--- src/rtl/npu_sram_initiator.sv ---
// npu_sram_initiator
// Converts a valid/ready request stream from an NPU engine into SRAM pin
// activity and buffers read data in a small response FIFO, so that response
// back-pressure never loses data.
//
// Ports
//   CLK, RESETn        clock, async active-low reset
//   REQ_*              request channel (valid/ready, write, addr, wdata, wstrb)
//   RSP_*              read response channel (valid/ready, rdata = FIFO head)
//   SRAM_*             SRAM pins; SRAM_RDATA is valid the cycle after a read
//   BUSY               read in flight or response pending
module npu_sram_initiator #(
  parameter int AW        = 16,
  parameter int RSP_DEPTH = 3
) (
  input  logic          CLK,
  input  logic          RESETn,
  input  logic          REQ_VALID,
  output logic          REQ_READY,
  input  logic          REQ_WRITE,
  input  logic [AW-1:0] REQ_ADDR,
  input  logic [31:0]   REQ_WDATA,
  input  logic [3:0]    REQ_WSTRB,
  output logic          RSP_VALID,
  input  logic          RSP_READY,
  output logic [31:0]   RSP_RDATA,
  output logic [AW-1:0] SRAM_ADDR,
  output logic [31:0]   SRAM_WDATA,
  output logic [3:0]    SRAM_WREN,
  output logic          SRAM_CS,
  input  logic [31:0]   SRAM_RDATA,
  output logic          BUSY
);

  localparam int PW = (RSP_DEPTH > 1) ? $clog2(RSP_DEPTH) : 1;
  localparam int CW = $clog2(RSP_DEPTH + 1);
  localparam logic [PW-1:0] PLAST   = PW'(RSP_DEPTH - 1);
  localparam logic [CW:0]   DEPTH_C = (CW+1)'(RSP_DEPTH);

  logic          inflight;
  logic [31:0]   mem [RSP_DEPTH];
  logic [PW-1:0] wptr, rptr;
  logic [CW-1:0] count;
  logic [CW:0]   used;
  logic          accept, push, pop;

  function automatic logic [PW-1:0] nxt(input logic [PW-1:0] p);
    return (p == PLAST) ? '0 : p + PW'(1);
  endfunction

  // Read credit counts both buffered words and the read already on the SRAM
  // pins, so every returning word is guaranteed a slot. Only registered state
  // is used: no combinational path from RSP_READY to REQ_READY.
  assign used      = {1'b0, count} + {{CW{1'b0}}, inflight};
  assign REQ_READY = RESETn & (REQ_WRITE | (used < DEPTH_C));
  assign accept    = REQ_VALID & REQ_READY;

  assign SRAM_ADDR  = REQ_ADDR;
  assign SRAM_WDATA = REQ_WDATA;
  assign SRAM_CS    = accept;
  assign SRAM_WREN  = (accept & REQ_WRITE) ? REQ_WSTRB : 4'b0000;

  assign push      = inflight;
  assign RSP_VALID = (count != '0);
  assign pop       = RSP_VALID & RSP_READY;
  assign RSP_RDATA = RSP_VALID ? mem[rptr] : 32'h0;
  assign BUSY      = inflight | RSP_VALID;

  always_ff @(posedge CLK or negedge RESETn) begin
    if (!RESETn) begin
      inflight <= 1'b0;
      wptr     <= '0;
      rptr     <= '0;
      count    <= '0;
    end else begin
      inflight <= accept & ~REQ_WRITE;
      if (push) wptr <= nxt(wptr);
      if (pop)  rptr <= nxt(rptr);
      case ({push, pop})
        2'b10:   count <= count + CW'(1);
        2'b01:   count <= count - CW'(1);
        default: count <= count;
      endcase
    end
  end

  // Storage needs no reset; only count/pointers define what is valid.
  always_ff @(posedge CLK) begin
    if (push) mem[wptr] <= SRAM_RDATA;
  end

  // The credit rule must make a push into a full FIFO impossible.
  a_no_overflow: assert property (@(posedge CLK) disable iff (!RESETn)
    !(push && (count == CW'(RSP_DEPTH))));

endmodule

--- config.mk ---
export PLATFORM = sky130hd
export DESIGN_NAME = npu_sram_initiator
export DESIGN_NICKNAME = d
export VERILOG_FILES = /design/src/rtl/npu_sram_initiator.sv
export SDC_FILE = /design/constraint.sdc
export NUM_CORES = 1
export LEC_CHECK = 0
export ABC_CLOCK_PERIOD_IN_PS = 10600
export BUFFER_PORTS_ARGS = -buffer_cell sky130_fd_sc_hd__buf_2
export CELL_PAD_IN_SITES_DETAIL_PLACEMENT = 1
export CELL_PAD_IN_SITES_GLOBAL_PLACEMENT = 1
export CORE_UTILIZATION = 44
export CTS_BUF_LIST = sky130_fd_sc_hd__clkbuf_8
export DETAILED_ROUTE_END_ITERATION = 12
export GPL_TIMING_DRIVEN = 0
export HOLD_SLACK_MARGIN = 0.02
export PLACE_DENSITY = 0.95
export SYNTH_ARGS = -nofsm -noshare
export SYNTH_HDL_FRONTEND = slang
export SYNTH_SLANG_ARGS = --single-unit
export TNS_END_PERCENT = 10
--- constraint.sdc ---
create_clock -name CLK -period 10.6 [get_ports CLK]
set_clock_uncertainty 0.2 [all_clocks]
set_input_delay 2.12 -clock CLK [delete_from_list [all_inputs] [get_ports CLK]]
set_output_delay 2.12 -clock CLK [all_outputs]
set_load 0.05 [all_outputs]
* Yosys cells after proc, flatten, opt, wreduce, memory -nomap -nowiden
Memories as Yosys holds them, arrays and structs flattened. Index checks and enable logic that the tools add are counted.
Storage, ports and cells: memories 1, memory bits (writable) 96, output and inout bits 88, logic and storage cells 32, register bits after elaboration 7, input port bits 89
Operators by class: magnitude comparators 1, add/subtract/negate cells 5, reductions and logical operators 2, equality and inequality tests 4, mux-type cells 7, bitwise gates (word level) 8
Memories:
- mem | words 3, bits a word 32, read ports 1, clocked after memory_dff 0, wr ports 1, line 41 | logic [31:0] mem [RSP_DEPTH];
Operators by type and width (number):
- 32-bit two-way mux | 1
- 2-bit by 1-bit adder with 2-bit output (second input constant) | 3
- 2-bit == test (second input constant) | 3
- 1-bit AND | 5
- 2-bit two-way mux | 2
- 4-bit two-way mux | 1
- 2-bit one-hot mux with 2 select lines | 1
- 2-bit nonzero test | 2
- 2-bit by 1-bit adder with 3-bit output | 1
- 3-bit by 2-bit < comparator with 1-bit output (second input constant) | 1
- 2-bit by 1-bit == test with 1-bit output (second input constant) | 1
- 1-bit two-way mux | 2
- 1-bit bitwise OR | 2
- 2-bit by 1-bit subtractor with 2-bit output (second input constant) | 1
- 1-bit NOT | 1

* Depth between registers and ports, before layout
Gate-level depths: netlist of the first run.
depth after elaboration 7, depth in mapped cells 6, mapped depth without buffers 6

* Worst setup path after synthesis of the first run
Ideal clock, no wire load.
path kind input-to-output, from input REQ_WRITE, to output REQ_READY, buffers on the path 0, slack 5.423 ns, required time 8.280 ns, data arrival time 2.857 ns, stages 2, cells stage by stage nor2_1 > nor2b_1
On the way: word-level cells in the longest chain between the ends 2
Ends and longest elaborated chain:
- start: declaration | line 20 | input logic REQ_WRITE,
- 1-bit bitwise OR | line 55 | assign REQ_READY = RESETn & (REQ_WRITE | (used < DEPTH_C));
- 1-bit AND | line 55
- end: declaration | line 19 | output logic REQ_READY,
Every way passes these cells.

* Final worst setup path of the first run
from input RESETn, to output SRAM_WREN[2]
On the way: word-level cells in the longest chain between the ends 4
Ends and longest elaborated chain:
- start: declaration | line 17 | input logic RESETn,
- 1-bit AND | line 55
- 1-bit AND | line 56 | assign accept = REQ_VALID & REQ_READY;
- 1-bit AND | line 61 | assign SRAM_WREN = (accept & REQ_WRITE) ? REQ_WSTRB : 4'b0000;
- 4-bit two-way mux | line 61
- end: declaration | line 29 | output logic [3:0] SRAM_WREN,
Every way passes these cells.

==> results of run 1 <==
[metrics by stage]
step	std cells	power (µW)
final	580	1470
after detailed placement	564	1260
after floorplan	293	1090
after CTS	580	1490
after global placement	557	1240
after global routing	580	1540
[final cells by class]
type,instances,share of cell area
sequential,103,0.532
multi-input combinational,128,0.196
timing repair buffer,135,0.128
buffer,59,0.0811
tap,136,0.0296
clock buffer,9,0.0215
clock inverter,7,0.0104
inverter,3,0.00196
[placed cells by master (no fill, tap or decap), types with 2 or more instances in the layout]
cell type and instances:
clkinv_4 3, buf_4 51, nand2_1 4, clkbuf_1 2
xnor2_1 2, buf_2 130, inv_1 4, o21ai_0 2
edfxtp_1 96, a21o_1 3, dfrtp_1 7, mux2_2 5
and2_1 4, mux2_4 27, ha_1 3, buf_12 2
nor2_1 35, clkbuf_8 9, mux2i_1 32, buf_6 7
[state kept, by name (all words and copies together) (netlist names)]
name,flops
count,2
inflight,1
wptr,2
rptr,2
mem,96
[routing by layer]
layer	track usage	wire length, µm	vias to the layer above
li1	-	-	1298
met1	0.189	3590	1341
met2	0.352	5470	105
met3	0.0424	590	8
met4	0.0543	95	0
met5	0	0	-
[worst register-to-register path, cell delays in order (launching register included)]
cell	delay, ns
dfrtp_1	0.46
o21ai_0	0.55
inv_1	0.12
ha_1	0.22
xnor2_1	0.19
nor2_1	0.07
xor2_1	0.14
[cells by family (layout without fill, tap and decap cells)]
| family | after synthesis | after routing | share of synthesized area |
|---|---|---|---|
| xor+xnor | 3 | 3 | 0.00566 |
| flops | 103 | 103 | 0.658 |
| fa+ha+maj | 3 | 3 | 0.00808 |
| simple gates | 52 | 52 | 0.0485 |
| buf+inv | 62 | 213 | 0.103 |
| compound gates | 6 | 6 | 0.00808 |
| mux | 64 | 64 | 0.168 |
[power by group through the flow]
| stage | clock, µW | sequential, µW | combinational [µW] |
|---|---|---|---|
| after floorplan | 0 | 501 | 594 |
| after global placement | 0 | 503 | 737 |
| after detailed placement | 0 | 505 | 759 |
| after CTS | 232 | 496 | 761 |
| after global routing | 247 | 499 | 793 |
| final | 226 | 495 | 749 |
[how the worst max path moves through the flow]
stage	from	to	slack, ns	cells past startpoint
after floorplan	REQ_WRITE	REQ_READY	5.42	2
after global placement	RESETn	SRAM_WREN[0]	5.37	4
after detailed placement	RESETn	SRAM_WREN[2]	5.29	4
after CTS	RESETn	SRAM_WREN[2]	5.29	4
after global routing	RESETn	SRAM_WREN[0]	5.23	4
final	RESETn	SRAM_WREN[2]	5.30	4
==> flow_summary.ini, run 1 <==
[timing]
worst_pin_slew_ns = 0.656
whs_ns = 0.359
finalCritPeriodShare = 0.500
fmax_ghz = 0.189
setup_ws_ns = 5.30
rsz0062_at_grt = no
setup_viol = 0
slew_headroom = 0.560
setup_tns_ns = 0
drv_slew = 0
finalCriticalPeriod_ns = 5.30
final-hold-violation-count = 0

[placement]
postPlaceCellArea_mm2 = 0.00557
port-buffer-count = 128
place_congestion = 0.696
hpwl_um = 7400
pre_cts_slack_ns = 5.29

[layout]
stdcell_area_mm2 = 0.00575
nets = 531
regArea_mm2 = 0.00306
areaGrowthSynthToFinish_pct = 23.8
final_util = 0.560
drive_gt1_frac = 0.547
antennaDiodeCount = 0
fillers = 1057
multiInputGateArea_mm2 = 0.00113

[cts]
cts_resized = 0
cts_buffer_depth = 2
cts.sinks = 103
worstSkewPairLatency_ns = 0.36
cts_buffers = 9
cts_tree = built
root_buffer = clkbuf_8
holdBufCountCts = 0
postCtsSetupRepairBufs = 0
htreeDepth = 3
clk_pin_slew_ns = 0.11

[floorplan]
rows = 37
core-area_mm2 = 0.0103
die_h_um = 105
dieArea_mm2 = 0.0110
start_util = 0.452
ioPinCount = 177
die_w_um = 105

[route]
ant_nets = 0
drt_pass1_iterations = 4
drc = 0
drt_iter0_markers = 47
via_per_inst = 4.74
wl_per_cell_um = 16.8
finalWirelength_um = 9740
vias = 2752

[yosys]
synthTopCellsByArea = edfxtp_1 62%, mux2_4 8.7%, buf_4 8.2%
yosysMostFrequentCell = edfxtp_1
synth_ff_type = edfxtp_1
synth_nets = 385
synth.largest_area_cell = edfxtp_1
synth_area_per_cell_um2 = 15.9
ys.warnings.count = 0
ys_seq_area_frac = 0.658
syn_inst = 293
synth_edf_count = 96
synth_area_mm2 = 0.00464
ys_async_sr_fraction = 0.0680
synth_top_area_frac = 0.621
synth_seq_cells = 103
synthTopCellsByCount = 96 x edfxtp_1, 51 x buf_4, 36 x nor2_1
synth_cell_types = 27

[pwr]
p_clk_frac = 0.154
p_switching_uw = 666
leakage_uw = 0.00245
p_sw_frac = 0.453
p_int_uw = 804
power_frac_seq = 0.337
ir_worst_vdd_uv = 125
p_per_area_mw_per_mm2 = 256
power_frac_comb = 0.509

[worst_setup_path]
rr_startpoint = count[0]
r2r_slack_ns = 8.54
r2r-end = count[1]
path_delay_family = buffers and inverters
critPathCaptureType = output port
crit_type = primary input to output port
cp.arrival_ns = 2.98
cpPeakStageDelay_ns = 0.26
cp-start-kind = primary input
critPathMaxFanout = 10
path_cells = buf_2 -> and3_1 -> and2_1 -> buf_2
reg2regPathDepth = 6
critical-path-slowest-cell = buf_2
crit_top_cell = buf_2
required_ns = 8.28
path_buf_inv = 2

[grt]
grt-ovfl-total = 0
track_usage = 0.180
grt_pass1_wl_um = 15000
grt_pass1_vias = 2917
grt_max_degree = 19
antenna_found_initial = 0

[min_path]
hold_depth = 1
worstHoldStart = count[1]
min_path_type = register to register
hold_path_end = count[1]

[job]
drv_cap = 0

[outcome]
status = completed
No activity file was read; power rests on OpenSTA's default activity.
==> inputs of run 2 (changes only) <==
- ABC_CLOCK_PERIOD_IN_PS: 10600 -> 5400
- CORE_UTILIZATION: 44 -> 40
- PLACE_DENSITY: 0.95 -> 0.9
- clock period: 10.6 -> 5.4 ns (I/O delays scaled with it)
==> run 2 against run 1 <==
  * Setup slack worse by 3.2 ns
  * Global-route usage down 1.5 points
  * Utilization down 4.0 points
  * Clock-buffer cell count unchanged
  * Routed wire length up 0.24%
  * Non-clock buffer count unchanged
  * Via count down 1.4%
  * Hold slack worse by 0.0092 ns
  * Critical path type is now register to output port
  * Highest routed layer unchanged
==> flow_summary.ini, run 2 (synthesized netlist as in run 1, its figures left out) <==
[outcome]
status = completed

[route]
drt_pass1_iterations = 4
top_layer_used = met4
drc = 0
wl_met2_um = 5380
dr_wl_met3_um = 656
vias = 2713
wl_met1_um = 3580
finalWirelength_um = 9770
wl_per_cell_um = 16.8
ant_nets = 0
drt_iter0_markers = 38
via_per_inst = 4.65

[grt]
grt_pass1_vias = 2833
grt-ovfl-total = 0
antenna_found_initial = 0
grt_pass1_wl_um = 14300
track_usage = 0.165
grt_max_degree = 21

[worst_setup_path]
path_buf_inv = 1
path_delay_family = adder cells
critical-path-slowest-cell = dfrtp_1
cp.arrival_ns = 2.01
cpPeakStageDelay_ns = 0.47
path_cells = ha_1 -> ha_1 -> a21oi_1 -> nor2_1 -> nor2_1 -> buf_2
crit_type = register to output port
critPathMaxFanout = 5
critPathCaptureType = output port
cp-start-kind = register
required_ns = 4.12

[cts]
root_buffer = clkbuf_8
worstSkewPairLatency_ns = 0.36
htreeDepth = 3
cts_buffers = 9
clk_pin_slew_ns = 0.09
cts_resized = 0
cts.sinks = 103
holdBufCountCts = 0
postCtsSetupRepairBufs = 0
cts_tree = built
cts_buffer_depth = 2

[floorplan]
die_w_um = 110
start_util = 0.419
die_h_um = 110
rows = 38
ioPinCount = 177
core-area_mm2 = 0.0111
dieArea_mm2 = 0.0120

[pwr]
p_int_uw = 1620
p_switching_uw = 1280
leakage_uw = 0.00245
power_frac_seq = 0.336
p_clk_frac = 0.159
power_frac_comb = 0.506
p_sw_frac = 0.443
p_per_area_mw_per_mm2 = 504
ir_worst_vdd_uv = 300
power_uw = 2900

[job]
drv_cap = 0

[layout]
final_util = 0.520
areaGrowthSynthToFinish_pct = 24.0
stdcell_count = 583
final_cell_mix = 130 x buf_2, 96 x edfxtp_1, 51 x buf_4, 35 x nor2_1, 32 x mux2i_1
final_common_cell = buf_2
drive_gt1_frac = 0.549
fillers = 1128
largest_reg_flops = 96
top_register = mem
nets = 531
antennaDiodeCount = 0

[timing]
rsz0062_at_grt = no
slew_headroom = 0.644
worst_pin_slew_ns = 0.528
fmax_ghz = 0.304
finalCritPeriodShare = 0.609
setup_tns_ns = 0
final-hold-violation-count = 0
drv_slew = 0
setup_viol = 0
finalCriticalPeriod_ns = 3.29

[placement]
place_congestion = 0.689
port-buffer-count = 128
dp.cells = 568
hpwl_um = 7410

[min_path]
min_path_type = primary input to asynchronous set/reset pin
==> run 2: cell types whose count changed in the layout (fill, tap and decap cells not counted), sizes merged <==
cell,before,now
bufinv,0,1
inv,5,3
==> run 2: power by group through the flow <==
stage	Sequential, µW	Clock [µW]	Combinational (µW)
4_1_cts	975	478	1490
5_1_grt	981	500	1560
2_1_floorplan	983	0	1170
6_report	974	461	1470
3_5_place_dp	993	0	1490
3_3_place_gp	988	0	1450
==> run 2: worst paths after layout <==
check,start,to,slack [ns],cells past startpoint
worst max-delay path,count[0],SRAM_CS,2.11,6
worst min register to register,count[1],count[1],0.38,1
min in group CLK,count[1],count[1],0.38,1
worst max register to register,count[0],count[1],3.42,5
max in group asynchronous,RESETn,wptr[1],4.46,1
worst min-delay path,RESETn,rptr[1],0.35,1
==> run 2: cell type report <==
type / count / area, µm² / share of cell area
flip-flops and latches: 103 / 3060 / 0.531
multi-input cells: 128 / 1130 / 0.196
repair buffers: 135 / 736 / 0.128
plain buffers: 59 / 467 / 0.0810
well taps: 140 / 175 / 0.0304
clock buffers: 9 / 124 / 0.0215
clock inverters: 6 / 62.6 / 0.0109
inverters: 3 / 11.3 / 0.00196
==> run 2: stage by stage <==
stage | hold WS [ns] | setup slack (ns) | cell area, µm²
6_report | 0.350 | 2.11 | 5760
5_1_grt | 0.347 | 1.95 | 5760
4_1_cts | 0.342 | 2.03 | 5760
3_5_place_dp | 0.374 | 2.18 | 5570
3_3_place_gp | 0.298 | 0.0945 | 5460
2_1_floorplan | 0.288 | 1.89 | 4640
==> run 2: worst reg2reg max path, cell delays in order, from the launching register on <==
cell,delay (ns)
dfrtp_1,0.47
o21ai_0,0.48
inv_1,0.11
ha_1,0.34
nor2_1,0.14
xor2_1,0.18
==> run 2: layer usage <==
layer / GRT usage / vias up
met5: 0 / -
met4: 0.0667 / 0
met3: 0.0320 / 12
met2: 0.324 / 112
met1: 0.170 / 1302
li1: - / 1287
